File: config.mk
export PLATFORM = sky130hd
export DESIGN_NAME = rs_issue_sched
export DESIGN_NICKNAME = d
export VERILOG_FILES = /design/src/rtl/rs_issue_sched.sv
export SDC_FILE = /design/constraint.sdc
export NUM_CORES = 1
export LEC_CHECK = 0
export ABC_AREA = 0
export BUFFER_PORTS_ARGS = -buffer_cell sky130_fd_sc_hd__buf_4
export CAP_MARGIN = 10
export CORE_MARGIN = 3
export CORE_UTILIZATION = 56
export DETAILED_ROUTE_END_ITERATION = 10
export PLACE_DENSITY = 0.86
export SLEW_MARGIN = 15
export SYNTH_ARGS = -nofsm -noshare
export SYNTH_HDL_FRONTEND = slang
export SYNTH_SLANG_ARGS = --single-unit
File: constraint.sdc
create_clock -name i_clk -period 4.1 [get_ports i_clk]
set_clock_uncertainty 0.05 [all_clocks]
set_input_delay 1.025 -clock i_clk [delete_from_list [all_inputs] [get_ports i_clk]]
set_output_delay 1.025 -clock i_clk [all_outputs]
set_load 0.02 [all_outputs]
File: src/rtl/rs_issue_sched.sv
// Reservation-station scheduler: tracks per-entry busy bits and relative age,
// hands out up to two free entries per cycle to dispatch (lowest free index
// first) and picks the oldest busy-and-ready entry for issue.
module rs_issue_sched #(
    parameter int unsigned RS_ENT_NUM   = 4,
    parameter int unsigned RS_ENT_SEL   = 2,
    parameter int unsigned DP_NUM_WIDTH = 2
) (
    input  logic                    i_clk,
    input  logic                    i_rst,
    input  logic                    i_flush,
    input  logic                    i_dp_en,
    input  logic [DP_NUM_WIDTH-1:0] i_dp_req_num,
    output logic                    o_allocable,
    output logic                    o_alloc_vld_1,
    output logic [RS_ENT_SEL-1:0]   o_alloc_sel_1,
    output logic                    o_alloc_vld_2,
    output logic [RS_ENT_SEL-1:0]   o_alloc_sel_2,
    input  logic [RS_ENT_NUM-1:0]   i_rdy_vec,
    input  logic                    i_issue_stall,
    output logic                    o_issue_vld,
    output logic [RS_ENT_SEL-1:0]   o_issue_sel,
    output logic [RS_ENT_NUM-1:0]   o_busy_vec
);

    // Free-count arithmetic needs one extra bit so that 2 <= 1+1 works at width 2.
    localparam int unsigned CNT_W = DP_NUM_WIDTH + 1;

    // busy_q[i]: entry i holds an instruction.
    // age_q[i][j]: entry i is older than entry j (diagonal always 0).
    logic [RS_ENT_NUM-1:0]                 busy_q;
    logic [RS_ENT_NUM-1:0]                 busy_d;
    logic [RS_ENT_NUM-1:0][RS_ENT_NUM-1:0] age_q;
    logic [RS_ENT_NUM-1:0][RS_ENT_NUM-1:0] age_d;

    logic                  vld_1;
    logic                  vld_2;
    logic [RS_ENT_SEL-1:0] sel_1;
    logic [RS_ENT_SEL-1:0] sel_2;
    logic [CNT_W-1:0]      free_cnt;
    logic [CNT_W-1:0]      req_ext;
    logic                  allocable;

    logic [RS_ENT_NUM-1:0] cand;
    logic [RS_ENT_NUM-1:0] older;
    logic [RS_ENT_NUM-1:0] win;
    logic                  win_any;
    logic [RS_ENT_SEL-1:0] win_sel;
    logic                  issue_vld;

    logic                  issue_fire;
    logic                  dp_fire;
    logic                  alloc_1;
    logic                  alloc_2;
    logic [RS_ENT_NUM-1:0] busy_kept;

    // Lowest and second-lowest free entries from the registered busy vector.
    always_comb begin
        vld_1 = 1'b0;
        vld_2 = 1'b0;
        sel_1 = '0;
        sel_2 = '0;
        for (int unsigned i = 0; i < RS_ENT_NUM; i++) begin
            if (!busy_q[i]) begin
                if (!vld_1) begin
                    vld_1 = 1'b1;
                    sel_1 = RS_ENT_SEL'(i);
                end else if (!vld_2) begin
                    vld_2 = 1'b1;
                    sel_2 = RS_ENT_SEL'(i);
                end
            end
        end
    end

    // Dispatch may proceed only if the request fits in the free entries found.
    always_comb begin
        free_cnt  = CNT_W'(vld_1) + CNT_W'(vld_2);
        req_ext   = CNT_W'(i_dp_req_num);
        allocable = (req_ext <= free_cnt);
    end

    // An entry wins issue when it is a candidate and no other candidate is older.
    always_comb begin
        cand  = busy_q & i_rdy_vec;
        older = '0;
        for (int unsigned i = 0; i < RS_ENT_NUM; i++) begin
            for (int unsigned j = 0; j < RS_ENT_NUM; j++) begin
                if ((j != i) && cand[j] && age_q[j][i]) begin
                    older[i] = 1'b1;
                end
            end
        end
        win = cand & ~older;
    end

    // Encode the (single) winner; index 0 when nothing is ready.
    always_comb begin
        win_any = 1'b0;
        win_sel = '0;
        for (int unsigned i = 0; i < RS_ENT_NUM; i++) begin
            if (win[i] && !win_any) begin
                win_any = 1'b1;
                win_sel = RS_ENT_SEL'(i);
            end
        end
        issue_vld = (|cand) & ~i_flush;
    end

    // Qualify this cycle's issue and dispatch events.
    always_comb begin
        issue_fire = issue_vld & ~i_issue_stall;
        dp_fire    = i_dp_en & allocable & ~i_flush;
        alloc_1    = dp_fire & (i_dp_req_num >= DP_NUM_WIDTH'(1));
        alloc_2    = dp_fire & (i_dp_req_num == DP_NUM_WIDTH'(2));
        busy_kept  = busy_q;
        if (issue_fire) begin
            busy_kept[win_sel] = 1'b0;
        end
    end

    // Next busy vector and age matrix; flush wipes both.
    always_comb begin
        busy_d = busy_kept;
        age_d  = age_q;
        if (alloc_1) begin
            busy_d[sel_1] = 1'b1;
            for (int unsigned j = 0; j < RS_ENT_NUM; j++) begin
                age_d[sel_1][j] = 1'b0;
                if (RS_ENT_SEL'(j) != sel_1) begin
                    age_d[j][sel_1] = busy_kept[j];
                end
            end
        end
        if (alloc_2) begin
            busy_d[sel_2] = 1'b1;
            for (int unsigned j = 0; j < RS_ENT_NUM; j++) begin
                age_d[sel_2][j] = 1'b0;
                if (RS_ENT_SEL'(j) != sel_2) begin
                    age_d[j][sel_2] = busy_kept[j];
                end
            end
            // Slot 1 is the older instruction of the pair.
            age_d[sel_1][sel_2] = 1'b1;
            age_d[sel_2][sel_1] = 1'b0;
        end
        if (i_flush) begin
            busy_d = '0;
            age_d  = '0;
        end
    end

    // State registers with synchronous reset.
    always_ff @(posedge i_clk) begin
        if (i_rst) begin
            busy_q <= '0;
            age_q  <= '0;
        end else begin
            busy_q <= busy_d;
            age_q  <= age_d;
        end
    end

    // Output drive.
    always_comb begin
        o_allocable   = allocable;
        o_alloc_vld_1 = vld_1;
        o_alloc_sel_1 = sel_1;
        o_alloc_vld_2 = vld_2;
        o_alloc_sel_2 = sel_2;
        o_issue_vld   = issue_vld;
        o_issue_sel   = win_sel;
        o_busy_vec    = busy_q;
    end

endmodule
==> PnR_summary.wiki, run 1 <==
{| class="wikitable"
! Metric !! Value
|-
| Starting Density || between 60% and 70%
|-
| Req. time, crit path || between 3000 and 4000 ps
|-
| Minimum clock period after layout || between 3000 and 4000 ps
|-
| Detailed Route WL || between 4000 and 5000 um
|-
| Layout overhead on the synthesized area || 14.0%
|-
| Final Cycle Share || approximately nine tenths
|-
| Synth Net Count || 221
|-
| Count of H-tree levels built during CTS || 1
|-
| Most used flip-flop cell after synthesis || sky130_fd_sc_hd__dfxtp_1
|-
| Internal power summed over all cells || 210 uW
|-
| Static power due to leakage || about 0.63 nW
|-
| Sw Share || between 20% and 30%
|-
| Final design utilization || between 70% and 80%
|-
| Instance area at placement || approximately 1700 um2
|-
| Final setup violation count || 0
|-
| Area occupied by multi-input gates || about 1100 um2
|-
| Unrepaired setup endpoints after global routing || no
|-
| Number of antenna violations at the first check in global routing || 0
|-
| Power per unit of standard cell area || between 150 and 200 nW/um2
|-
| Crit start category || flip-flop
|-
| Average via count per standard cell || ~6.8
|-
| Final #Nets || 244
|-
| Floorplan die width || 57.3 um
|-
| Slew margin rel. || ~53%
|-
| Worst reg2reg path startpoint || o_busy_vec[0]$_SDFF_PP0_
|-
| Relative contribution of combinational cells to total power || between 10% and 20%
|-
| Hold Path Cell Cnt || 1
|-
| Status || complete, no violations
|-
| Critical path start-end classification || flip-flop to output pin
|-
| Count of distinct cell types in the synthesized netlist || 55
|-
| CTS tree || yes
|-
| DRT antenna net count || 0
|-
| Number of CTS-inserted buffers || 3
|-
| DRC violations left || 0
|-
| Reg2reg end || age_q[12]$_SDFF_PP0_
|-
| Clock latency at the later pin of the worst-skew pair || ~290 ps
|-
| Total global-route track usage || 28.3%
|-
| Startpoint of the most critical hold path || age_q[8]$_SDFF_PP0_
|-
| Mean cell area of the mapped netlist || between 7 and 8 um2
|-
| Number of antenna repair diodes || 0
|-
| Post-cts resize count || 0
|-
| Clock-pin slew of the registers on the worst-case setup and hold paths || 90 ps
|-
| Library cell used as clock root buffer || sky130_fd_sc_hd__clkbuf_4
|-
| Final Max Tran Viols || 0
|-
| Number of global-route vias before repair || ~1500
|-
| Number of instances in the synthesized netlist || between 200 and 250
|-
| Endpoint kind of the worst setup timing path || output pin
|-
| Worst Max-Slew Pin Slew || slightly below 700 ps
|-
| Fmax || 0.273 GHz
|-
| Peak supply drop || around 160 uV
|-
| Sequential share of power || between 50% and 60%
|-
| CTS Hold Bufs || 0
|-
| Worst-case clock buffer depth || 2
|-
| Arrival time of the worst setup path || between 2000 and 3000 ps
|-
| Weighted congestion at the end of routability-driven global placement || 1.00
|-
| Number of cells traversed by the worst register-to-register path || 13
|-
| Port Buffer Count || 24
|-
| Biggest fanout along the worst timing path || 10
|-
| Iter 0 DRT Violations || ~130
|-
| Maximum capacitance violations || 0
|-
| Residual overflow from global routing || 0
|-
| Floorplan die height || approximately 57 um
|-
| P_sw || just over 80 uW
|-
| Fin area || between 1500 and 2000 um2
|-
| Sequential share of the synthesized area || 21.8%
|-
| Synthesized flop and latch total || 16
|-
| First-pass iteration count of the detailed router || 7
|-
| Count of vias placed by the detailed router || 1703
|-
| Final std cells w/o fill || 252
|-
| Synth warn || 0
|-
| Full die area || roughly 3300 um2
|-
| Clock network fraction of design power || between 20 and 30%
|-
| Sink Count || 16
|-
| Final hold violation count || 0
|-
| Total area of sequential cells || approximately 320 um2
|-
| Share of synthesized registers carrying an async set or reset || 0%
|-
| Aggregate negative setup slack || 0 ps
|-
| Filler Cell Count || between 200 and 250
|-
| Maximum number of pins on one net before global-route repair || 17
|-
| Detailed Place HPWL || between 3000 and 4000 um
|-
| Type of the tightest min-delay check || flip-flop to flip-flop
|-
| Area of the mapped netlist || about 1500 um2
|-
| Number of rows in the core area || 17
|-
| Proportion of layout cells with a drive suffix above 1 || between 10% and 20%
|-
| Core outline area || 2360 um2
|-
| # IOs || 25
|-
| Number of enable-type register cells in the synthesized netlist || 0
|-
| Buffer count from post-CTS setup fixing || 0
|-
| Routed wire per std cell || ~18 um
|-
| Register-to-Register Setup Slack || approximately 670 ps
|-
| Cell count after placement || between 200 and 250
|-
| End of the worst hold path || age_q[8]$_SDFF_PP0_
|-
| Global-route wire length before repair || ~7300 um
|}
cells in the mapped netlist (2+ instances only):
| master | instances | area share (%) |
|---|---|---|
| sky130_fd_sc_hd__nand2_1 | 24 | 6.1 |
| sky130_fd_sc_hd__nand3_1 | 17 | 5.8 |
| sky130_fd_sc_hd__dfxtp_1 | 16 | 22 |
| sky130_fd_sc_hd__nor2_1 | 16 | 4.1 |
| sky130_fd_sc_hd__inv_1 | 14 | 3.6 |
| sky130_fd_sc_hd__o21ai_0 | 10 | 3.4 |
| sky130_fd_sc_hd__a31oi_1 | 9 | 3.8 |
| sky130_fd_sc_hd__a21oi_1 | 7 | 2.4 |
| sky130_fd_sc_hd__ha_1 | 7 | 5.9 |
| sky130_fd_sc_hd__nor3_1 | 7 | 2.4 |
| sky130_fd_sc_hd__and2_1 | 6 | 2.5 |
| sky130_fd_sc_hd__nand2b_1 | 6 | 2.5 |
| sky130_fd_sc_hd__nand4_1 | 4 | 1.7 |
| sky130_fd_sc_hd__nor2b_1 | 4 | 1.7 |
| sky130_fd_sc_hd__a41oi_1 | 3 | 1.8 |
| sky130_fd_sc_hd__and3_1 | 3 | 1.3 |
| sky130_fd_sc_hd__a211oi_1 | 2 | 1.0 |
| sky130_fd_sc_hd__a22o_1 | 2 | 1.2 |
| sky130_fd_sc_hd__a31o_2 | 2 | 1.2 |
| sky130_fd_sc_hd__buf_2 | 2 | 0.68 |
| sky130_fd_sc_hd__clkbuf_2 | 2 | 0.68 |
| sky130_fd_sc_hd__nand4b_1 | 2 | 1.2 |
| sky130_fd_sc_hd__o211a_1 | 2 | 1.4 |
| sky130_fd_sc_hd__o21a_1 | 2 | 1.0 |
| sky130_fd_sc_hd__o31ai_1 | 2 | 1.0 |
| sky130_fd_sc_hd__o32ai_1 | 2 | 1.2 |
| sky130_fd_sc_hd__or2_2 | 2 | 0.85 |
cell families (layout without fill, tap and decap cells):
group / Yosys count / count (layout) / share of synthesized area [%]
AND/OR/NAND/NOR: 99 / 99 / 34.0
AO/OA/AOI/OAI: 60 / 60 / 31.9
buffers and inverters: 20 / 41 / 5.69
flip-flops: 16 / 16 / 21.8
adder cells (fa/ha/maj): 7 / 7 / 5.95
multiplexers: 1 / 1 / 0.765
power by group through the flow:
stage | Combinational, mW | Clock [mW] | Sequential (mW)
4_1_cts | 0.0511 | 0.0810 | 0.157
5_1_grt | 0.0562 | 0.0907 | 0.158
6_report | 0.0526 | 0.0825 | 0.157
3_5_place_dp | 0.0508 | 0 | 0.161
3_3_place_gp | 0.0500 | 0 | 0.161
2_1_floorplan | 0.0291 | 0 | 0.161
layout make-up:
class / instances / area share (%)
sequential: 16 / 19.1
multi-input combinational: 167 / 63.6
tap: 28 / 2.09
timing repair buffer: 24 / 10.7
inverter: 14 / 3.13
clock buffer: 3 / 1.34
how the worst max path moves through the flow:
stage	startpoint	end
after floorplan	o_busy_vec[0]$_SDFF_PP0_	age_q[12]$_SDFF_PP0_
after global placement	o_busy_vec[0]$_SDFF_PP0_	o_allocable
after detailed placement	o_busy_vec[0]$_SDFF_PP0_	age_q[12]$_SDFF_PP0_
after CTS	o_busy_vec[0]$_SDFF_PP0_	o_allocable
after global routing	o_busy_vec[0]$_SDFF_PP0_	o_allocable
final	o_busy_vec[0]$_SDFF_PP0_	o_allocable
flip-flops by register name, summed over array words and instances, names as in the netlist:
register,flops
age_q,12
o_busy_vec,4
worst max-delay path, cell delays in order (launching register included):
cell and delay (ps):
sky130_fd_sc_hd__dfxtp_1 540, sky130_fd_sc_hd__ha_1 390, sky130_fd_sc_hd__nor2_1 90, sky130_fd_sc_hd__nor3_1 150, sky130_fd_sc_hd__a31oi_1 80, sky130_fd_sc_hd__ha_1 220, sky130_fd_sc_hd__inv_1 50, sky130_fd_sc_hd__ha_1 220
sky130_fd_sc_hd__nor2b_1 160, sky130_fd_sc_hd__o21ai_4 210, sky130_fd_sc_hd__buf_4 190
through the flow:
stage          setup slack [ps]  hold WS [ps]  power [mW]
6_report                    439           438       0.292
5_1_grt                     270           470       0.304
4_1_cts                     483           439       0.289
3_5_place_dp                766           419       0.212
3_3_place_gp                836           416       0.211
2_1_floorplan               625           383       0.190
layout by cell type (no fill, tap or decap), drive strengths merged, types with 6 or more instances in the layout:
master,count
nand2b,6
buf,24
a31oi,9
and2,9
nor3,7
o21ai,12
inv,14
nor2,16
ha,7
a21oi,7
nand2,25
dfxtp,16
nand3,17
layer usage:
layer  share of wire [%]  vias to the layer above  global-route usage, %
met2                  46                       96                   45.2
met3                  10                       11                   4.30
met1                  42                      800                   39.4
met4                 2.1                        0                   8.61
met5                   0                        -                      0
li1                    -                      796                      -
(Power assumes the default switching activity.)
==> run 2: changes to the inputs <==
==> constraint.sdc (replaced) <==
create_clock -name i_clk -period 4.7 [get_ports i_clk]
set_clock_uncertainty 0.05 [all_clocks]
set_input_delay 1.175 -clock i_clk [delete_from_list [all_inputs] [get_ports i_clk]]
set_output_delay 1.175 -clock i_clk [all_outputs]
set_load 0.02 [all_outputs]
==> run 2 against run 1 <==
  * Combinational power decreased by 12%
  * Worst setup slack better by 300 ps
  * Hold slack improved by 27 ps
  * Clock power increased by 19%
==> PnR_summary.wiki, run 2 (same netlist as run 1, synthesis figures left out) <==
{| class="wikitable"
! Metric !! Value
|-
| CTS Hold Bufs || 0 (unchanged)
|-
| Filler Cell Count || 205 (was 215)
|-
| Final hold violation count || 0 (unchanged)
|-
| Number of antenna repair diodes || 0 (unchanged)
|-
| Unrepaired setup endpoints after global routing || no (unchanged)
|-
| Final std cells w/o fill || 253 (was 252)
|-
| Sink Count || 16 (unchanged)
|-
| Layout overhead on the synthesized area || 15.0% (was 14.0%)
|-
| Aggregate negative setup slack || 0 ps (unchanged)
|-
| Final setup violation count || 0 (unchanged)
|-
| Status || complete, no violations (unchanged)
|-
| Minimum clock period after layout || approximately 4000 ps
|-
| Proportion of layout cells with a drive suffix above 1 || 19.1% (was 18.8%)
|-
| Count of cell instances traversed by the critical path || 10 (unchanged)
|-
| Count of H-tree levels built during CTS || 1 (unchanged)
|-
| DRT antenna net count || 0 (unchanged)
|-
| Critical path capture point || o_allocable (unchanged)
|-
| Arrival time of the worst setup path || 2740 ps (was 2590 ps)
|-
| Largest register by flop count || age_q (unchanged)
|-
| Detailed Place HPWL || 3760 um (was 3650 um)
|-
| Floorplan die width || 57.3 um (unchanged)
|-
| Top library cells by usage in the layout, fill and taps aside || sky130_fd_sc_hd__nand2_1, sky130_fd_sc_hd__buf_4, sky130_fd_sc_hd__nand3_1 (unchanged)
|-
| Register-to-Register Setup Slack || 1160 ps (was 670 ps)
|-
| Average via count per standard cell || 7.05 (was 6.76)
|-
| Global-route wire length before repair || 7890 um (was 7310 um)
|-
| Library cell used as clock root buffer || sky130_fd_sc_hd__clkbuf_4 (unchanged)
|-
| Most frequent cell on the critical path || sky130_fd_sc_hd__ha_1 (unchanged)
|-
| Buffer count from post-CTS setup fixing || 0 (unchanged)
|-
| Number of CTS-inserted buffers || 3 (unchanged)
|-
| Core outline area || 2360 um2 (unchanged)
|-
| Floorplan die height || 57.3 um (unchanged)
|-
| Reg2reg end || age_q[12]$_SDFF_PP0_ (unchanged)
|-
| Clock-pin slew of the registers on the worst-case setup and hold paths || 120 ps (was 90 ps)
|-
| # IOs || 25 (unchanged)
|-
| Static power due to leakage || 0.639 nW (was 0.631 nW)
|-
| Final Cycle Share || between 80% and 90%
|-
| Cells along the critical path || ha_1, nor2_1, nor3_1, a31oi_1, ha_1, inv_1, ha_1, nor2b_1, o21ai_4, buf_4 (unchanged)
|-
| Maximum capacitance violations || 0 (unchanged)
|-
| Final #Nets || 244 (unchanged)
|-
| Hold Path Cell Cnt || 1 (unchanged)
|-
| Clock latency at the later pin of the worst-skew pair || 310 ps (was 290 ps)
|-
| Final Max Tran Viols || 0 (unchanged)
|-
| Number of antenna violations at the first check in global routing || 0 (unchanged)
|-
| DRC violations left || 0 (unchanged)
|-
| Starting Density || 62.4% (unchanged)
|-
| Full die area || 3280 um2 (unchanged)
|-
| Total area of sequential cells || 320 um2 (unchanged)
|-
| Post-cts resize count || 0 (unchanged)
|-
| Peak supply drop || 153 uV (was 156 uV)
|-
| First-pass iteration count of the detailed router || 5 (was 7)
|-
| Worst Max-Slew Pin Slew || 648 ps (was 693 ps)
|-
| Endpoint kind of the worst setup timing path || output pin (unchanged)
|-
| Number of global-route vias before repair || 1660 (was 1540)
|-
| Crit start category || flip-flop (unchanged)
|-
| Number of rows in the core area || 17 (unchanged)
|-
| CP delay by family, top || adder cells (unchanged)
|-
| CP peak stage delay || 560 ps (was 540 ps)
|-
| Maximum number of pins on one net before global-route repair || 17 (unchanged)
|-
| Type of the tightest min-delay check || flip-flop to flip-flop (unchanged)
|-
| Residual overflow from global routing || 0 (unchanged)
|-
| Power per unit of standard cell area || 166 nW/um2 (was 174 nW/um2)
|-
| Area occupied by multi-input gates || 1070 um2 (unchanged)
|-
| Crit. Startpoint || o_busy_vec[0]$_SDFF_PP0_ (unchanged)
|-
| Routed wire per std cell || 19.4 um (was 18.3 um)
|-
| Detailed Route WL || 4900 um (was 4600 um)
|-
| CTS tree || yes (unchanged)
|-
| Iter 0 DRT Violations || 211 (was 126)
|-
| Total global-route track usage || 31.0% (was 28.3%)
|-
| Req. time, crit path || 3470 ps (was 3020 ps)
|-
| Biggest fanout along the worst timing path || 10 (unchanged)
|-
| Weighted congestion at the end of routability-driven global placement || 1.05 (was 1.00)
|-
| Master of the slowest instance on the critical path || sky130_fd_sc_hd__dfxtp_1 (unchanged)
|-
| Cell count after placement || 249 (unchanged)
|-
| Number of cells traversed by the worst register-to-register path || 13 (unchanged)
|-
| Fmax || 0.252 GHz
|-
| Number of flip-flops in the largest register || 12 (unchanged)
|-
| Critical path start-end classification || flip-flop to output pin (unchanged)
|-
| Port Buffer Count || 24 (unchanged)
|-
| Count of vias placed by the detailed router || 1783 (was 1703)
|-
| Worst reg2reg path startpoint || o_busy_vec[0]$_SDFF_PP0_ (unchanged)
|-
| Worst-case clock buffer depth || 2 (unchanged)
|-
| Number of buffer and inverter instances along the worst setup path || 2 (unchanged)
|-
| Slew margin rel. || 56.7% (was 53.4%)
|}
==> run 2: cell count changes in the layout (fill, tap and decap cells not counted), sizes merged <==
| cell | change |
|---|---|
| clkbuf | +1 |
==> run 2: final cells by class <==
class / count / share of cell area, %
Clock buffer: 4 / 2.14
Inverter: 14 / 3.10
Multi-Input combinational cell: 167 / 63.1
Sequential cell: 16 / 18.9
Tap cell: 28 / 2.07
Timing Repair Buffer: 24 / 10.6
==> run 2: through the flow <==
stage / cell area, um2 / util, % / setup WS [ps] / total power [mW] / hold slack, ps
after detailed placement: 1660 / 70.2 / 1130 / 0.185 / 436
final: 1690 / 71.7 / 738 / 0.282 / 465
after global routing: 1690 / 71.7 / 585 / 0.290 / 493
after global placement: 1660 / 70.2 / 1170 / 0.184 / 430
after CTS: 1690 / 71.7 / 774 / 0.276 / 461
after floorplan: 1470 / - / 1130 / 0.166 / 383
==> run 2: how the worst min path moves through the flow <==
stage	slack, ps	start	endpoint
final	460	age_q[13]$_SDFF_PP0_	age_q[13]$_SDFF_PP0_
after global routing	490	age_q[8]$_SDFF_PP0_	age_q[8]$_SDFF_PP0_
after CTS	460	age_q[8]$_SDFF_PP0_	age_q[8]$_SDFF_PP0_
after detailed placement	440	age_q[8]$_SDFF_PP0_	age_q[8]$_SDFF_PP0_
after global placement	430	age_q[8]$_SDFF_PP0_	age_q[8]$_SDFF_PP0_
after floorplan	380	age_q[13]$_SDFF_PP0_	age_q[13]$_SDFF_PP0_
==> run 2: routing by layer <==
layer  share of wire, %  GRT usage (%)  wire [um]
met2                 44           48.3       2160
met1                 39           41.3       1940
met3                 11           3.39        544
met5                  0              0          0
met4                5.3           17.5        259
==> run 2: power by group <==
part | leakage [nW] | total [mW] | internal (mW) | switching (mW)
Combinational | 0.489 | 0.0462 | 0.0169 | 0.0293
Sequential | 0.129 | 0.137 | 0.136 | 0.00119
Clock | 0.0210 | 0.0980 | 0.0473 | 0.0507
Total | 0.639 | 0.282 | 0.200 | 0.0812
==> run 3: changes to the inputs <==
--- a/config.mk
+++ b/config.mk
@@ -5,13 +5,13 @@
 export SDC_FILE = /design/constraint.sdc
 export NUM_CORES = 1
 export LEC_CHECK = 0
-export ABC_AREA = 0
+export ABC_AREA = 1
 export BUFFER_PORTS_ARGS = -buffer_cell sky130_fd_sc_hd__buf_4
 export CAP_MARGIN = 10
 export CORE_MARGIN = 3
 export CORE_UTILIZATION = 56
 export DETAILED_ROUTE_END_ITERATION = 10
-export PLACE_DENSITY = 0.86
+export PLACE_DENSITY = 0.85
 export SLEW_MARGIN = 15
 export SYNTH_ARGS = -nofsm -noshare
 export SYNTH_HDL_FRONTEND = slang
==> constraint.sdc (replaced) <==
create_clock -name i_clk -period 3.86 [get_ports i_clk]
set_clock_uncertainty 0.05 [all_clocks]
set_input_delay 0.965 -clock i_clk [delete_from_list [all_inputs] [get_ports i_clk]]
set_output_delay 0.965 -clock i_clk [all_outputs]
set_load 0.02 [all_outputs]
==> run 3 against run 2 <==
  * Hold slack improved by 55 ps
  * Register-to-register slack worse by 400 ps
  * Worst setup slack worse by 460 ps
  * Utilization shrank 1.6 points
  * Flip-flop and latch count unchanged
  * Sequential share of layout area shrank 1.4 points
  * Combinational power increased by 23%
  * Die area grew 8.4%
  * Global-route usage shrank 4.8 points
  * Critical path type unchanged
==> PnR_summary.wiki, run 3 <==
{| class="wikitable"
! Metric !! Value
|-
| Clock-pin slew of the registers on the worst-case setup and hold paths || 100 ps (was 120 ps)
|-
| # IOs || 25 (unchanged)
|-
| Sink Count || 16 (unchanged)
|-
| Worst reg2reg path startpoint || o_busy_vec[0]$_SDFF_PP0_ (unchanged)
|-
| Layout overhead on the synthesized area || 13.7% (was 15.0%)
|-
| CTS tree || yes (unchanged)
|-
| Number of antenna violations at the first check in global routing || 0 (unchanged)
|-
| Maximum number of pins on one net before global-route repair || 14 (was 17)
|-
| Proportion of layout cells with a drive suffix above 1 || 27.9% (was 19.1%)
|-
| Number of CTS-inserted buffers || 3 (unchanged)
|-
| Critical path start-end classification || flip-flop to output pin (unchanged)
|-
| Global-route wire length before repair || 7070 um (was 7890 um)
|-
| End of the worst hold path || age_q[6]$_SDFF_PP0_ (was age_q[13]$_SDFF_PP0_)
|-
| Synthesized flop and latch total || 16 (unchanged)
|-
| P_sw || 99.2 uW (was 81.2 uW)
|-
| Library cell used as clock root buffer || sky130_fd_sc_hd__clkbuf_4 (unchanged)
|-
| Crit start category || flip-flop (unchanged)
|-
| Detailed Place HPWL || 3410 um (was 3760 um)
|-
| Fmax || 0.279 GHz
|-
| Biggest fanout along the worst timing path || 12 (was 10)
|-
| Largest register by flop count || age_q (unchanged)
|-
| Starting Density || 61.6% (was 62.4%)
|-
| Synth Net Count || 266 (was 221)
|-
| Number of flip-flops in the largest register || 12 (unchanged)
|-
| Buffer count from post-CTS setup fixing || 0 (unchanged)
|-
| Peak supply drop || 176 uV (was 153 uV)
|-
| Final #Nets || 291 (was 244)
|-
| Number of instances in the synthesized netlist || 248 (was 203)
|-
| Sequential share of the synthesized area || 19.9% (was 21.8%)
|-
| Weighted congestion at the end of routability-driven global placement || 0.991 (was 1.05)
|-
| Total area of sequential cells || 320 um2 (unchanged)
|-
| Final hold violation count || 0 (unchanged)
|-
| Count leader, synth || sky130_fd_sc_hd__nand2_1 (unchanged)
|-
| Register-to-Register Setup Slack || 760 ps (was 1160 ps)
|-
| Number of global-route vias before repair || 1539 (was 1660)
|-
| Top library cells by usage in the layout, fill and taps aside || sky130_fd_sc_hd__nand2_1, sky130_fd_sc_hd__inv_1, sky130_fd_sc_hd__buf_4 (was sky130_fd_sc_hd__nand2_1, sky130_fd_sc_hd__buf_4, sky130_fd_sc_hd__nand3_1)
|-
| Floorplan die width || 59.6 um (was 57.3 um)
|-
| Unrepaired setup endpoints after global routing || no (unchanged)
|-
| Arrival time of the worst setup path || 2570 ps (was 2740 ps)
|-
| Type of the tightest min-delay check || flip-flop to flip-flop (unchanged)
|-
| Final setup violation count || 0 (unchanged)
|-
| Count of H-tree levels built during CTS || 1 (unchanged)
|-
| Internal power summed over all cells || 244 uW (was 200 uW)
|-
| Most used flip-flop cell after synthesis || sky130_fd_sc_hd__dfxtp_1 (unchanged)
|-
| Maximum capacitance violations || 0 (unchanged)
|-
| Req. time, crit path || 2840 ps (was 3470 ps)
|-
| Count of vias placed by the detailed router || 1693 (was 1783)
|-
| Final Cycle Share || 92.8%
|-
| Total global-route track usage || 26.2% (was 31.0%)
|-
| Hold Path Cell Cnt || 4 (was 1)
|-
| Number of cells traversed by the worst register-to-register path || 18 (was 13)
|-
| Area occupied by multi-input gates || 1100 um2 (was 1070 um2)
|-
| Status || complete, no violations (unchanged)
|-
| Number of enable-type register cells in the synthesized netlist || 0 (unchanged)
|-
| Minimum clock period after layout || approximately 3600 ps
|-
| Synth warn || 0 (unchanged)
|-
| Relative contribution of combinational cells to total power || 16.6% (was 16.4%)
|-
| Number of rows in the core area || 18 (was 17)
|-
| Count of distinct cell types in the synthesized netlist || 33 (was 55)
|-
| Routed wire per std cell || 14.0 um (was 19.4 um)
|-
| Sw Share || 28.9% (about the same)
|-
| Pwr Total || 343 uW (was 282 uW)
|-
| Full die area || 3560 um2 (was 3280 um2)
|-
| First-pass iteration count of the detailed router || 4 (was 5)
|-
| DRC violations left || 0 (unchanged)
|-
| Startpoint of the most critical hold path || age_q[6]$_SDFF_PP0_ (was age_q[13]$_SDFF_PP0_)
|-
| Post-cts resize count || 0 (unchanged)
|-
| Area of the mapped netlist || 1610 um2 (was 1470 um2)
|-
| Iter 0 DRT Violations || 99 (was 211)
|-
| Port Buffer Count || 24 (unchanged)
|-
| Floorplan die height || 59.6 um (was 57.3 um)
|-
| Clock network fraction of design power || 34.5% (was 34.8%)
|-
| Slew margin rel. || 61.4% (was 56.7%)
|-
| DRT antenna net count || 0 (unchanged)
|-
| Sequential share of power || 49.0% (was 48.8%)
|-
| Fraction of synthesized cell area taken by the top area cell type || 19.9% (was 21.8%)
|-
| Post-synth top area cell || sky130_fd_sc_hd__dfxtp_1 (unchanged)
|-
| Cells taking the most area after synthesis || sky130_fd_sc_hd__dfxtp_1, sky130_fd_sc_hd__nand2_1, sky130_fd_sc_hd__inv_1 (was sky130_fd_sc_hd__dfxtp_1, sky130_fd_sc_hd__nand2_1, sky130_fd_sc_hd__ha_1)
|-
| CTS Hold Bufs || 0 (unchanged)
|-
| Number of antenna repair diodes || 0 (unchanged)
|-
| Aggregate negative setup slack || 0 ps (unchanged)
|-
| Reg2reg end || age_q[14]$_SDFF_PP0_ (was age_q[12]$_SDFF_PP0_)
|-
| Share of synthesized registers carrying an async set or reset || 0% (unchanged)
|-
| Detailed Route WL || 4240 um (was 4900 um)
|-
| Average via count per standard cell || 5.61 (was 7.05)
|-
| Worst Max-Slew Pin Slew || 577 ps (was 648 ps)
|-
| Static power due to leakage || 0.869 nW (was 0.639 nW)
|-
| Power per unit of standard cell area || 187 nW/um2 (was 166 nW/um2)
|-
| Endpoint kind of the worst setup timing path || output pin (unchanged)
|-
| Clock latency at the later pin of the worst-skew pair || 300 ps (was 310 ps)
|-
| Mean cell area of the mapped netlist || 6.49 um2 (was 7.25 um2)
|-
| Final Max Tran Viols || 0 (unchanged)
|-
| Filler Cell Count || 223 (was 205)
|-
| Residual overflow from global routing || 0 (unchanged)
|-
| Most instantiated cells after synthesis || sky130_fd_sc_hd__nand2_1, sky130_fd_sc_hd__inv_1, sky130_fd_sc_hd__nand3_1, sky130_fd_sc_hd__dfxtp_1, sky130_fd_sc_hd__nor2_1 (was sky130_fd_sc_hd__nand2_1, sky130_fd_sc_hd__nand3_1, sky130_fd_sc_hd__dfxtp_1, sky130_fd_sc_hd__nor2_1, sky130_fd_sc_hd__inv_1)
|-
| Core outline area || 2610 um2 (was 2360 um2)
|-
| Leading cell type in the layout, fill and taps excluded || sky130_fd_sc_hd__nand2_1
|-
| Worst-case clock buffer depth || 2 (unchanged)
|}
run 3: changes by cell type after synthesis, sizes merged, moves of 5 or more:
| cell | delta |
|---|---|
| a21oi | +7 |
| inv | +27 |
| nor2 | +9 |
| a31oi | -5 |
| and2 | -9 |
| nand3 | +10 |
| nand2 | +56 |
| nand2b | -6 |
run 3: worst max path at each step:
stage / start / to / slack, ps
final: o_busy_vec[0]$_SDFF_PP0_ / o_allocable / 280
after global routing: o_busy_vec[0]$_SDFF_PP0_ / o_allocable / 110
after CTS: o_busy_vec[0]$_SDFF_PP0_ / o_allocable / 290
after detailed placement: o_busy_vec[0]$_SDFF_PP0_ / o_allocable / 630
after global placement: o_busy_vec[0]$_SDFF_PP0_ / o_allocable / 690
after floorplan: o_busy_vec[1]$_SDFF_PP0_ / o_allocable / 460
run 3: cells by family (layout without fill, tap and decap cells):
kind of cell               count (synthesis)  in the layout  synth area share [%]
and+or+nand+nor                          139            139                  45.1
buffers and inverters                     46             70                  12.0
AOI/OAI and AO/OA                         40             40                  17.6
DFF                                       16             16                  19.9
adders and majority gates                  7              7                  5.44
run 3: through the flow:
stage                     std cells  cell area (um2)  util [%]  setup slack [ps]  hold WS (ps)
after floorplan                 248             1610         -               455           470
after global placement          298             1790      68.7               690           499
after detailed placement        298             1790      68.7               634           506
after CTS                       302             1830      70.1               291           524
after global routing            302             1830      70.1               114           550
final                           302             1830      70.1               277           519
run 3: per-layer routing:
layer	GRT usage [%]	wire length [um]
met1	36.6	1860
met3	2.83	398
met2	41.7	1850
met4	8.86	126
met5	0	0
run 3: layout make-up:
cell class	instances	share of cell area, %
tap	30	2.05
clock buffer	4	1.98
multi-input combinational	186	59.9
timing repair buffer	24	9.84
sequential	16	17.5
inverter	42	8.75
run 3: critical path, stage by stage, from the launching register on:
cell and delay, ps:
sky130_fd_sc_hd__dfxtp_1 600, sky130_fd_sc_hd__ha_1 320, sky130_fd_sc_hd__nand2_2 120, sky130_fd_sc_hd__inv_1 100, sky130_fd_sc_hd__o21ai_0 110, sky130_fd_sc_hd__ha_1 230, sky130_fd_sc_hd__inv_1 50, sky130_fd_sc_hd__ha_1 230
sky130_fd_sc_hd__inv_1 60, sky130_fd_sc_hd__nor2_1 50, sky130_fd_sc_hd__o21ai_4 210, sky130_fd_sc_hd__buf_4 190
run 3: power groups by stage:
stage	clock network (mW)	registers, mW	logic (mW)
6_report	0.118	0.168	0.0568
5_1_grt	0.123	0.168	0.0618
4_1_cts	0.116	0.168	0.0562
3_5_place_dp	0	0.172	0.0560
3_3_place_gp	0	0.172	0.0550
2_1_floorplan	0	0.171	0.0337
